<file path="src/rtl/mux2_arb_pkg.sv">
// Shared types and default sizes for the mux2 round-robin arbiter.
package mux2_arb_pkg;

  localparam int unsigned WIDTH_D = 8;
  localparam int unsigned SEL_W_D = 3;
  localparam int unsigned N_REQ_D = 4;

  typedef enum logic [1:0] {
    IDLE  = 2'd0,
    ISSUE = 2'd1,
    RESP  = 2'd2
  } arb_state_t;

endpackage

</file>
<file path="src/rtl/rr_pick.sv">
// Combinational round-robin winner search starting just above the last grant.
module rr_pick #(
  parameter int unsigned N_REQ = 4,
  parameter int unsigned ID_W  = 2
) (
  input  logic [N_REQ-1:0] req,
  input  logic [ID_W-1:0]  last,
  output logic [N_REQ-1:0] win_oh_c,
  output logic [ID_W-1:0]  win_id_c,
  output logic             any_c
);

  logic [ID_W-1:0] idx;

  // Walk from the farthest candidate back to last+1 so the nearest one wins.
  always_comb begin
    win_oh_c = '0;
    win_id_c = '0;
    idx      = '0;
    any_c    = |req;
    for (int k = int'(N_REQ); k >= 1; k--) begin
      idx = ID_W'((int'(last) + k) % int'(N_REQ));
      if (req[idx]) begin
        win_oh_c      = '0;
        win_oh_c[idx] = 1'b1;
        win_id_c      = idx;
      end
    end
  end

endmodule

</file>
<file path="src/rtl/mux2_arbiter.sv">
// Round-robin sequencer sharing one mux2 datapath between N_REQ requesters,
// returning each captured result on a valid/ready response channel.
module mux2_arbiter
  import mux2_arb_pkg::*;
#(
  parameter int unsigned N_REQ = N_REQ_D,
  parameter int unsigned WIDTH = WIDTH_D,
  parameter int unsigned SEL_W = SEL_W_D,
  parameter int unsigned ID_W  = $clog2(N_REQ)
) (
  input  logic               clk,
  input  logic               rst_n,
  input  logic [N_REQ-1:0]       req,
  input  logic [N_REQ*WIDTH-1:0] req_x,
  input  logic [N_REQ*WIDTH-1:0] req_y,
  input  logic [N_REQ*SEL_W-1:0] req_sel,
  output logic [N_REQ-1:0]   gnt,
  output logic [WIDTH-1:0]   mux_x,
  output logic [WIDTH-1:0]   mux_y,
  output logic [SEL_W-1:0]   mux_sel,
  input  logic [WIDTH-1:0]   mux_out,
  output logic               rsp_valid,
  input  logic               rsp_ready,
  output logic [ID_W-1:0]    rsp_id,
  output logic [WIDTH-1:0]   rsp_data
);

  arb_state_t      state;
  logic [ID_W-1:0] last;
  logic [ID_W-1:0] cur_id;

  logic [N_REQ-1:0] win_oh_c;
  logic [ID_W-1:0]  win_id_c;
  logic             any_c;
  logic [WIDTH-1:0] pick_x_c;
  logic [WIDTH-1:0] pick_y_c;
  logic [SEL_W-1:0] pick_sel_c;

  rr_pick #(
    .N_REQ (N_REQ),
    .ID_W  (ID_W)
  ) u_pick (
    .req      (req),
    .last     (last),
    .win_oh_c (win_oh_c),
    .win_id_c (win_id_c),
    .any_c    (any_c)
  );

  // Select the winner's operands from the packed request buses.
  always_comb begin
    pick_x_c   = '0;
    pick_y_c   = '0;
    pick_sel_c = '0;
    for (int i = 0; i < int'(N_REQ); i++) begin
      if (win_oh_c[i]) begin
        pick_x_c   = req_x[i*WIDTH +: WIDTH];
        pick_y_c   = req_y[i*WIDTH +: WIDTH];
        pick_sel_c = req_sel[i*SEL_W +: SEL_W];
      end
    end
  end

  // Grant, issue one cycle to let mux2 settle, then hold the response until taken.
  always_ff @(posedge clk or negedge rst_n) begin
    if (!rst_n) begin
      state     <= IDLE;
      last      <= ID_W'(N_REQ - 1);
      cur_id    <= '0;
      gnt       <= '0;
      mux_x     <= '0;
      mux_y     <= '0;
      mux_sel   <= '0;
      rsp_valid <= 1'b0;
      rsp_id    <= '0;
      rsp_data  <= '0;
    end else begin
      gnt <= '0;
      case (state)
        IDLE: begin
          if (any_c) begin
            gnt     <= win_oh_c;
            mux_x   <= pick_x_c;
            mux_y   <= pick_y_c;
            mux_sel <= pick_sel_c;
            cur_id  <= win_id_c;
            state   <= ISSUE;
          end
        end
        ISSUE: begin
          rsp_data  <= mux_out;
          rsp_id    <= cur_id;
          rsp_valid <= 1'b1;
          last      <= cur_id;
          state     <= RESP;
        end
        RESP: begin
          if (rsp_ready) begin
            rsp_valid <= 1'b0;
            state     <= IDLE;
          end
        end
        default: state <= IDLE;
      endcase
    end
  end

endmodule
</file>
<file path="config.mk">
export PLATFORM = sky130hd
export DESIGN_NAME = mux2_arbiter
export DESIGN_NICKNAME = d
export VERILOG_FILES = /design/src/rtl/mux2_arb_pkg.sv /design/src/rtl/rr_pick.sv /design/src/rtl/mux2_arbiter.sv
export SDC_FILE = /design/constraint.sdc
export NUM_CORES = 1
export LEC_CHECK = 0
export BUFFER_PORTS_ARGS = -buffer_cell sky130_fd_sc_hd__buf_2
export CORE_ASPECT_RATIO = 0.6
export CORE_MARGIN = 3
export CORE_UTILIZATION = 50
export DETAILED_ROUTE_END_ITERATION = 10
export PLACE_DENSITY_LB_ADDON = 0.1
export SETUP_SLACK_MARGIN = 0.05
export SKIP_LAST_GASP = 1
export SLEW_MARGIN = 20
export SYNTH_ARGS = -nofsm -noshare
export SYNTH_HDL_FRONTEND = slang
export SYNTH_SLANG_ARGS = --single-unit
</file>
<file path="constraint.sdc">
create_clock -name clk -period 5.6 [get_ports clk]
set_clock_uncertainty 0.15 [all_clocks]
set_input_delay 0.56 -clock clk [delete_from_list [all_inputs] [get_ports clk]]
set_output_delay 0.56 -clock clk [all_outputs]
set_load 0.005 [all_outputs]
</file>
# Word level (Yosys, flattened, before mapping)
# Index checks and enable logic that the tools add are counted.
[totals]
regBits = 40
latch_bits = 0
ramBits = 0
rom_bits = 0
in_bits = 91
n_memories = 0
[op_classes]
addsub = 4
n_mul = 0
div_mod_pow = 0
order_cmp = 8
n_eq_ne = 4
shifts = 0
mux = 43
bitwise_logic = 0
reduce_logical = 10
[op_table]
columns = ["op", "n"]
rows = [
  ["two-way mux 8 bit", 8],
  ["two-way mux 4 bit", 6],
  ["< comparator 2 x 3 -> 1 bit (second input constant)", 4],
  ["two-way mux 2 bit", 6],
  ["two-way mux 3 bit", 4],
  ["two-way mux 1 bit", 9],
  ["binary-select mux 1 bit (select 2 bit)", 4],
  ["demux 1 bit (select 2 bit)", 4],
  ["greater-or-equal comparator 2 x 1 -> 1 bit (second input constant)", 4],
  ["one-hot mux 2 bit (3 select lines)", 1],
  ["AND reduction 2 bit", 3],
  ["adder 2 x 1 -> 2 bit (second input constant)", 2],
  ["adder 2 bit (second input constant)", 2],
  ["logical AND 1 bit", 4],
  ["!= test 2 bit (second input constant)", 2],
  ["OR reduction 4 bit", 1],
  ["== test 2 x 1 -> 1 bit (second input constant)", 1],
  ["== test 2 bit (second input constant)", 1],
  ["logical NOT 2 bit", 1],
  ["one-hot mux 1 bit (2 select lines)", 1],
  ["nonzero test 2 bit", 1],
]

# Logic depth before layout (Yosys ltp)
# Gate-level depths: netlist of the first run.
[depth]
ltp_word = 13
depth_mapped = 13
mapped_depth_nobuf = 9

# By module
# A second synthesis of the first run with hierarchy kept.
[hier_totals]
hier_cells = 305
area_unflattened_um2 = 2621.3
[by_module_without_submodules]
columns = ["mod", "instances", "cells_each", "area_per_inst_um2", "seq_area_each_um2"]
rows = [
  ["mux2_arbiter", 1, 243, 2152.1, 1003.5],
  ["rr_pick", 1, 62, 469.2, 0.0],
]

# Worst setup path before layout of the first run
# Ideal clock, no wire load.
[synth_path]
path_kind = "reg2reg"
startpoint = "register last[1]"
endpoint = "register mux_sel[1]"
arrival_ns = 3.114
required_time_ns = 5.376
slack_ns = 2.262
stages_incl_launch_ff = 12
path_buffers = 3
path_cell_list = "dfstp_2 > clkbuf_1 > inv_1 > ha_1 > buf_6 > mux4_2 > or3b_1 > a21oi_2 > a221oi_2 > nand3_1 > buf_4 > o21ai_2"
[synth_between]
elab_chain_len = 13
word_cells_on_any_way = 40
cone_classes = "add/sub (4); order compare (8); mux (24); reduce/logical (4)"
[synth_rtl]
columns = ["element", "line_no", "rtl"]
rows = [
  ["from (decl)", "mux2_arbiter.sv:29", "logic [ID_W-1:0] last;"],
  ["from (signal assigned)", "mux2_arbiter.sv:68", "last <= ID_W'(N_REQ - 1);"],
  ["from (signal assigned)", "mux2_arbiter.sv:94", "last <= cur_id;"],
  ["adder 2 x 1 -> 2 bit", "rr_pick.sv:22", "idx = ID_W'((int'(last) + k) % int'(N_REQ));"],
  ["< comparator 2 x 3 -> 1 bit (implied by the code) or greater-or-equal comparator 2 x 1 -> 1 bit (tied branches)", "rr_pick.sv:25", "win_oh_c[idx] = 1'b1;"],
  ["logical AND 1 bit (implied by the code)", "rr_pick.sv:25", ""],
  ["two-way mux 1 bit (implied by the code)", "rr_pick.sv:25", ""],
  ["demux 1 bit (select 2 bit)", "-", ""],
  ["two-way mux 4 bit (3 in a row)", "rr_pick.sv:23", "if (req[idx]) begin"],
  ["two-way mux 4 bit (*)", "rr_pick.sv:23", ""],
  ["two-way mux 3 bit (3 in a row)", "mux2_arbiter.sv:56", "if (win_oh_c[i]) begin"],
  ["two-way mux 3 bit (*)", "mux2_arbiter.sv:56", ""],
  ["to (signal assigned)", "mux2_arbiter.sv:85", "mux_sel <= pick_sel_c;"],
  ["to (decl)", "mux2_arbiter.sv:20", "output logic [SEL_W-1:0] mux_sel,"],
]
# Mark *: on every way between the ends. The rest lies on a longest branch, timed or not. The select of a mux whose other input is x is not followed.
# A chain may end at the register's enable or synchronous reset.

# Worst setup path after layout of the first run
[layout_path]
startpoint = "register last[0]"
endpoint = "register mux_x[4]"
[layout_between]
elab_chain_len = 13
word_cells_on_any_way = 40
cone_classes = "add/sub (4); order compare (8); mux (24); reduce/logical (4)"
[layout_rtl]
columns = ["element", "line_no", "rtl"]
rows = [
  ["adder 2 x 1 -> 2 bit", "rr_pick.sv:22", ""],
  ["< comparator 2 x 3 -> 1 bit (implied by the code) or greater-or-equal comparator 2 x 1 -> 1 bit (tied branches)", "rr_pick.sv:25", ""],
  ["logical AND 1 bit (implied by the code)", "rr_pick.sv:25", ""],
  ["two-way mux 1 bit (implied by the code)", "rr_pick.sv:25", ""],
  ["demux 1 bit (select 2 bit)", "-", ""],
  ["two-way mux 4 bit (3 in a row)", "rr_pick.sv:23", ""],
  ["two-way mux 4 bit (*)", "rr_pick.sv:23", ""],
  ["two-way mux 8 bit (3 in a row)", "mux2_arbiter.sv:56", ""],
  ["two-way mux 8 bit (*)", "mux2_arbiter.sv:56", ""],
  ["to (signal assigned)", "mux2_arbiter.sv:83", "mux_x <= pick_x_c;"],
  ["to (decl)", "mux2_arbiter.sv:18", "output logic [WIDTH-1:0] mux_x,"],
]
# Marked as above.

==> flow_summary.yaml, run 1 <==
cts:
  clkTransAtPathRegs_ps: 80
  hold_buffers: 0
  htree_num_levels: 2
  cts.sinks: 40
  postCtsSetupRepairBufs: 0
  cts_made_buffers: 5
  insertion_delay_ps: 290
  post_cts_resize_count: 0
  cts-root-buf: "clkbuf_8"
  clock_path_buffers: 2
  cts_tree: "built"
floorplanning:
  rows: 19
  coreArea_sq_um: 4730
  chipWidth_um: 98.0
  die-area_sq_um: 5990
  initial_core_util_pct: 53.6
  die_h_um: 61.2
  ioPinCount: 125
critical_path:
  critPathArrivalTime_ps: 4100
  worstSetupStartpoint: "last[0]"
  worstSetupEndpoint: "mux_x[4]"
  crit_path_top_delay_cell: "nand3_1"
  ff2ff_path_depth: 8
  path_class: "reg -> reg"
  reg2reg_to: "mux_x[4]"
  crit_chain: "inv_1 -> ha_1 -> mux4_2 -> or3b_1 -> a21oi_2 -> a221oi_2 -> nand3_1 -> o21ai_1"
  r2r_slack_ps: 1550
  cp-start-kind: "register"
  crit_path_max_fanout: 19
  crit-reg2reg-launch: "last[0]"
  end_kind: "register"
  cp.required_ps: 5650
  cp_slowest_stage_delay_ps: 770
synthesis:
  synth-async-reset-ratio_pct: 100
  ys_seq_area_share_pct: 39.5
  post-synth-top-area-fraction_pct: 37.5
  syn_inst: 260
  synth_ff_type: "dfrtp_1"
  synth_largest_area_cell: "dfrtp_1"
  netlist_area_sq_um: 2540
  yosys_warnings: 0
  synth_fp_nets: 359
  ys_types: 39
  syn_avg_cell_area_sq_um: 9.76
  synth_edf_count: 0
  synth_area_leaders: "dfrtp_1 (37%), mux2i_1 (7.9%), a222oi_1 (7.5%), o21a_1 (5.9%), nand2_1 (5.3%)"
  synth_seq_cells: 40
finish:
  area_growth_syn_to_layout_pct: 27.6
  design_area_sq_um: 3240
  drive_gt1_share_pct: 42.4
  finalNetCount: 471
  num_antenna_cells: 0
global_route:
  antenna_found_initial: 0
  grt_max_degree: 41
  grt_overflow_total: 0
  gr-usage-all-layers_pct: 23.6
  grt_pass1_wl_mm: 11.2
  grt_pass1_vias: 2330
route:
  wirelength_mm: 7.04
  antenna_left: 0
  drt_iter0_drc: 217
  vias_per_cell: 5.85
  vias: 2550
  wl_per_cell_um: 16.1
  firstDrtPassIters: 6
  route.detailed.drc: 0
placed_design:
  numPortBuffers: 124
  dpl_cell_area_sq_um: 3150
  gp_congestion: 0.943
  hpwl_mm: 5.26
pwr:
  power_switching_uw: 861
  p_sw_share_pct: 45.3
  comb_power_share_pct: 61.8
  p_int_uw: 1040
  seq_power_share_pct: 28.2
  vdd_drop_max_uv: 315
  power_density_nw_per_um2: 587
  p_leak_uw: 0.00167
  p_clk_share_pct: 10.0
timing:
  finalHoldViolCount: 0
  grt_setup_unrepaired: "no"
  fmax_ghz: 0.247
  fin_crit_sh_pct: 72.2
  setup_viol: 0
  report.final.slew_viol_count: 0
  worst_slew_pin_slew_ps: 972
  fin_crit_ps: 4050
  fin_setup_tns_ps: 0
  relSlewSlack_pct: 35.0
outcome:
  status: "finished, final reports clean"
min_path:
  min_path_type: "in -> async"
run:
  cap_violations: 0
## layout make-up
class,instances,area [sq um]
clock buffer,5,68.8
clock inverter,3,18.8
multi-input combinational,190,1390
fill,386,1490
inverter,7,26.3
sequential,40,1000
timing repair buffer,128,651
tap,63,78.8
## Yosys cell counts, drive strengths merged (5+ instances only)
master / number
mux2i: 20
buf: 14
o21a: 20
o21ai: 31
inv: 7
nor2: 15
nand2b: 5
a222oi: 19
dfrtp: 38
clkbuf: 9
a21oi: 8
ha: 8
nand2: 36
## worst min path at each step
stage	from	end	slack [ps]	depth (start not counted)
floorplan	rst_n	cur_id[0]	110	0
CTS	rst_n	mux_y[3]	250	1
global placement	rsp_data[5]	rsp_data[5]	300	2
detailed placement	rsp_data[5]	rsp_data[5]	310	2
global route	rst_n	mux_y[3]	300	1
finish	rst_n	state[1]	220	1
## stage by stage
step                power (uW)  cells  hold slack [ps]  worst slack (ps)  utilization (%)
floorplan                 1400    260              114              2260                -
global placement          1690    428              303              1710             66.6
detailed placement        1710    428              311              1540             66.6
CTS                       1900    436              251              1530             68.4
global route              2070    436              302              1260             68.4
finish                    1900    436              224              1550             68.4
## per-layer routing
metal	track usage [%]	vias to the layer above	routed length (um)
met4	5.52	0	42
met3	5.88	7	630
li1	-	1190	-
met1	35.6	1227	3370
met2	34.2	126	2990
met5	0	-	0
## worst max-delay path: cells and delay by family, from the launching register on
kind | cells | cell delay, ps
flip-flops | 1 | 730
buffers and inverters | 1 | 200
multiplexers | 1 | 600
AND/OR/NAND/NOR | 2 | 980
adder cells (fa/ha/maj) | 1 | 530
AO/OA/AOI/OAI | 3 | 760
## state kept, by name, indices dropped and copies added, names as in the netlist
name	cells
cur_id	2
gnt	4
last	2
mux_sel	3
mux_x	8
mux_y	8
rsp_data	8
rsp_id	2
rsp_valid	1
state	2
## cells by family (layout without fill, tap and decap cells)
logic type	count (synthesis)	after routing	synth area share, %
AOI/OAI and AO/OA	89	89	26.6
adders and majority gates	8	8	3.94
buffers and inverters	30	143	6.36
DFF	40	40	39.5
muxes	24	24	11.0
and+or+nand+nor	69	69	12.6
## layout by cell type (no fill, tap or decap), drive strengths merged, types with 2 or more instances in the layout
master  count
dfrtp      38
o21ai      31
o21a       20
buf       128
mux4        3
dfstp       2
nand4       2
inv         7
nor2b       3
and2        2
clkinv      3
a21oi       8
nand2      36
nand3b      2
nand2b      5
o31ai       2
nor2       15
a221oi      3
mux2i      20
ha          8
clkbuf      5
a222oi     19
## power groups by stage
stage	logic [uW]	clock network (uW)	registers, uW
after floorplan	884	0	518
after global placement	1160	0	535
after detailed placement	1170	0	535
after CTS	1170	195	533
after global routing	1310	208	555
final	1180	190	535
Note: power is estimated with default switching activity, not from simulation.
==> run 2, diff against run 1 <==
--- a/config.mk
+++ b/config.mk
@@ -8,7 +8,7 @@
 export BUFFER_PORTS_ARGS = -buffer_cell sky130_fd_sc_hd__buf_2
 export CORE_ASPECT_RATIO = 0.6
 export CORE_MARGIN = 3
-export CORE_UTILIZATION = 50
+export CORE_UTILIZATION = 42
 export DETAILED_ROUTE_END_ITERATION = 10
 export PLACE_DENSITY_LB_ADDON = 0.1
 export SETUP_SLACK_MARGIN = 0.05
==> constraint.sdc (replaced) <==
create_clock -name clk -period 3.7 [get_ports clk]
set_clock_uncertainty 0.15 [all_clocks]
set_input_delay 0.37 -clock clk [delete_from_list [all_inputs] [get_ports clk]]
set_output_delay 0.37 -clock clk [all_outputs]
set_load 0.005 [all_outputs]
==> flow_summary.yaml, run 2 (synthesis results as in run 1) <==
global_route:
  grt_pass1_vias: 2412
  grt_use_met1_pct: 28.2
  antenna_found_initial: 0
  grt_overflow_total: 0
  grt_pass1_wl_mm: 11.5
  grt_max_degree: 41
  grt-busiest-layer: "met2"
  grt_use_met3_pct: 6.83
  grtUsageMet2_pct: 32.0
  gr-usage-all-layers_pct: 20.8
floorplanning:
  ioPinCount: 125
  coreArea_sq_um: 5700
  chipWidth_um: 106
  rows: 21
  die_h_um: 66.2
  die-area_sq_um: 7040
  initial_core_util_pct: 44.5
cts:
  cts_made_buffers: 5
  htree_num_levels: 2
  cts.sinks: 40
  cts-root-buf: "clkbuf_8"
  cts_tree: "built"
  clkTransAtPathRegs_ps: 80
  clock_path_buffers: 2
  insertion_delay_ps: 290
route:
  route.detailed.drc: 0
  wl_per_cell_um: 15.9
  vias: 2498
  drt_iter0_drc: 174
  firstDrtPassIters: 6
  vias_per_cell: 5.45
  wirelength_mm: 7.28
  antenna_left: 0
critical_path:
  ff2ff_path_depth: 10
  cp-start-kind: "register"
  path_class: "reg -> reg"
  crit_chain: "inv_1 -> ha_1 -> mux4_2 -> or3b_1 -> a21oi_2 -> a221oi_2 -> nor3b_4 -> buf_12 -> a222oi_1 -> o21ai_2"
  crit_path_max_fanout: 19
  crit-reg2reg-launch: "last[0]"
  crit_path_top_delay_cell: "mux4_2"
  end_kind: "register"
  reg2reg_to: "mux_y[1]"
  critPathArrivalTime_ps: 3320
  cp.required_ps: 3720
  critPathBufInv: 2
  cp_slowest_stage_delay_ps: 600
  critical_path.top_delay_family: "compound AO/OA/AOI/OAI gates"
  r2r_slack_ps: 400
outcome:
  status: "finished, final reports clean"
timing:
  report.final.slew_viol_count: 0
  fin_crit_sh_pct: 89.2
  finalHoldViolCount: 0
  relSlewSlack_pct: 40.4
  grt_setup_unrepaired: "no"
  setup_viol: 0
  fin_setup_tns_ps: 0
  fin_crit_ps: 3300
  worst_slew_pin_slew_ps: 894
  fmax_ghz: 0.303
pwr:
  vdd_drop_max_uv: 376
  p_leak_uw: 0.00171
  power_density_nw_per_um2: 911
  total_power_uw: 3050
placed_design:
  numPortBuffers: 124
  gp_congestion: 0.916
  dpl_cell_area_sq_um: 3210
  place_inst: 449
  hpwl_mm: 5.30
finish:
  stdcell_count: 458
  largest_registers: "mux_x x8, mux_y x8, rsp_data x8"
  drive_gt1_share_pct: 43.1
  design_area_sq_um: 3350
  finish.utilization_pct: 58.8
  num_antenna_cells: 0
  mostFrequentLayoutCell: "buf_2"
  layout_common_cells: "buf_2 (124), dfrtp_1 (38), nand2_1 (36)"
  area_growth_syn_to_layout_pct: 32.2
  finalNetCount: 476
min_path:
  min_path_type: "in -> async"
run:
  cap_violations: 0
-- run 2: final cells by class --
type,instances,area (sq um)
Fill cell,523,2350
Multi-Input combinational cell,190,1390
Inverter,7,26.3
Sequential cell,40,1000
Clock buffer,6,82.6
Tap cell,80,100
Timing Repair Buffer,133,713
Clock inverter,2,38.8
-- run 2: layer usage --
| metal | vias up | part of all wire, % |
|---|---|---|
| met1 | 1169 | 45 |
| met4 | 0 | 0.76 |
| met5 | - | 0 |
| met3 | 5 | 10 |
| met2 | 127 | 44 |
| li1 | 1197 | - |
-- run 2: power by group --
| group | total [uW] | internal [uW] | switching (uW) |
|---|---|---|---|
| sequential | 760 | 654 | 106 |
| clock | 383 | 221 | 162 |
| combinational | 1910 | 858 | 1050 |
| total | 3050 | 1730 | 1320 |
-- run 2: how the worst max path moves through the flow --
stage	end	cells past startpoint	from
final	mux_y[1]	10	last[0]
after global routing	mux_x[7]	10	last[0]
after CTS	mux_y[1]	9	last[0]
after detailed placement	mux_y[1]	9	last[0]
after global placement	mux_y[1]	9	last[1]
after floorplan	mux_sel[1]	11	last[1]
-- run 2: metrics by stage --
| stage | hold slack (ps) | worst slack, ps |
|---|---|---|
| 6_report | 44.5 | 401 |
| 5_1_grt | 101 | 253 |
| 4_1_cts | 85.1 | 250 |
| 3_5_place_dp | 308 | 277 |
| 3_3_place_gp | 302 | 376 |
| 2_1_floorplan | -75.6 | 362 |
-- run 2: timing repair --
item / in CTS / in global routing
endpoints found under the setup margin: 0 / 19
hold buffers: 0 / 0
gates resized for setup: 0 / 0
buffers inserted: 0 / 1
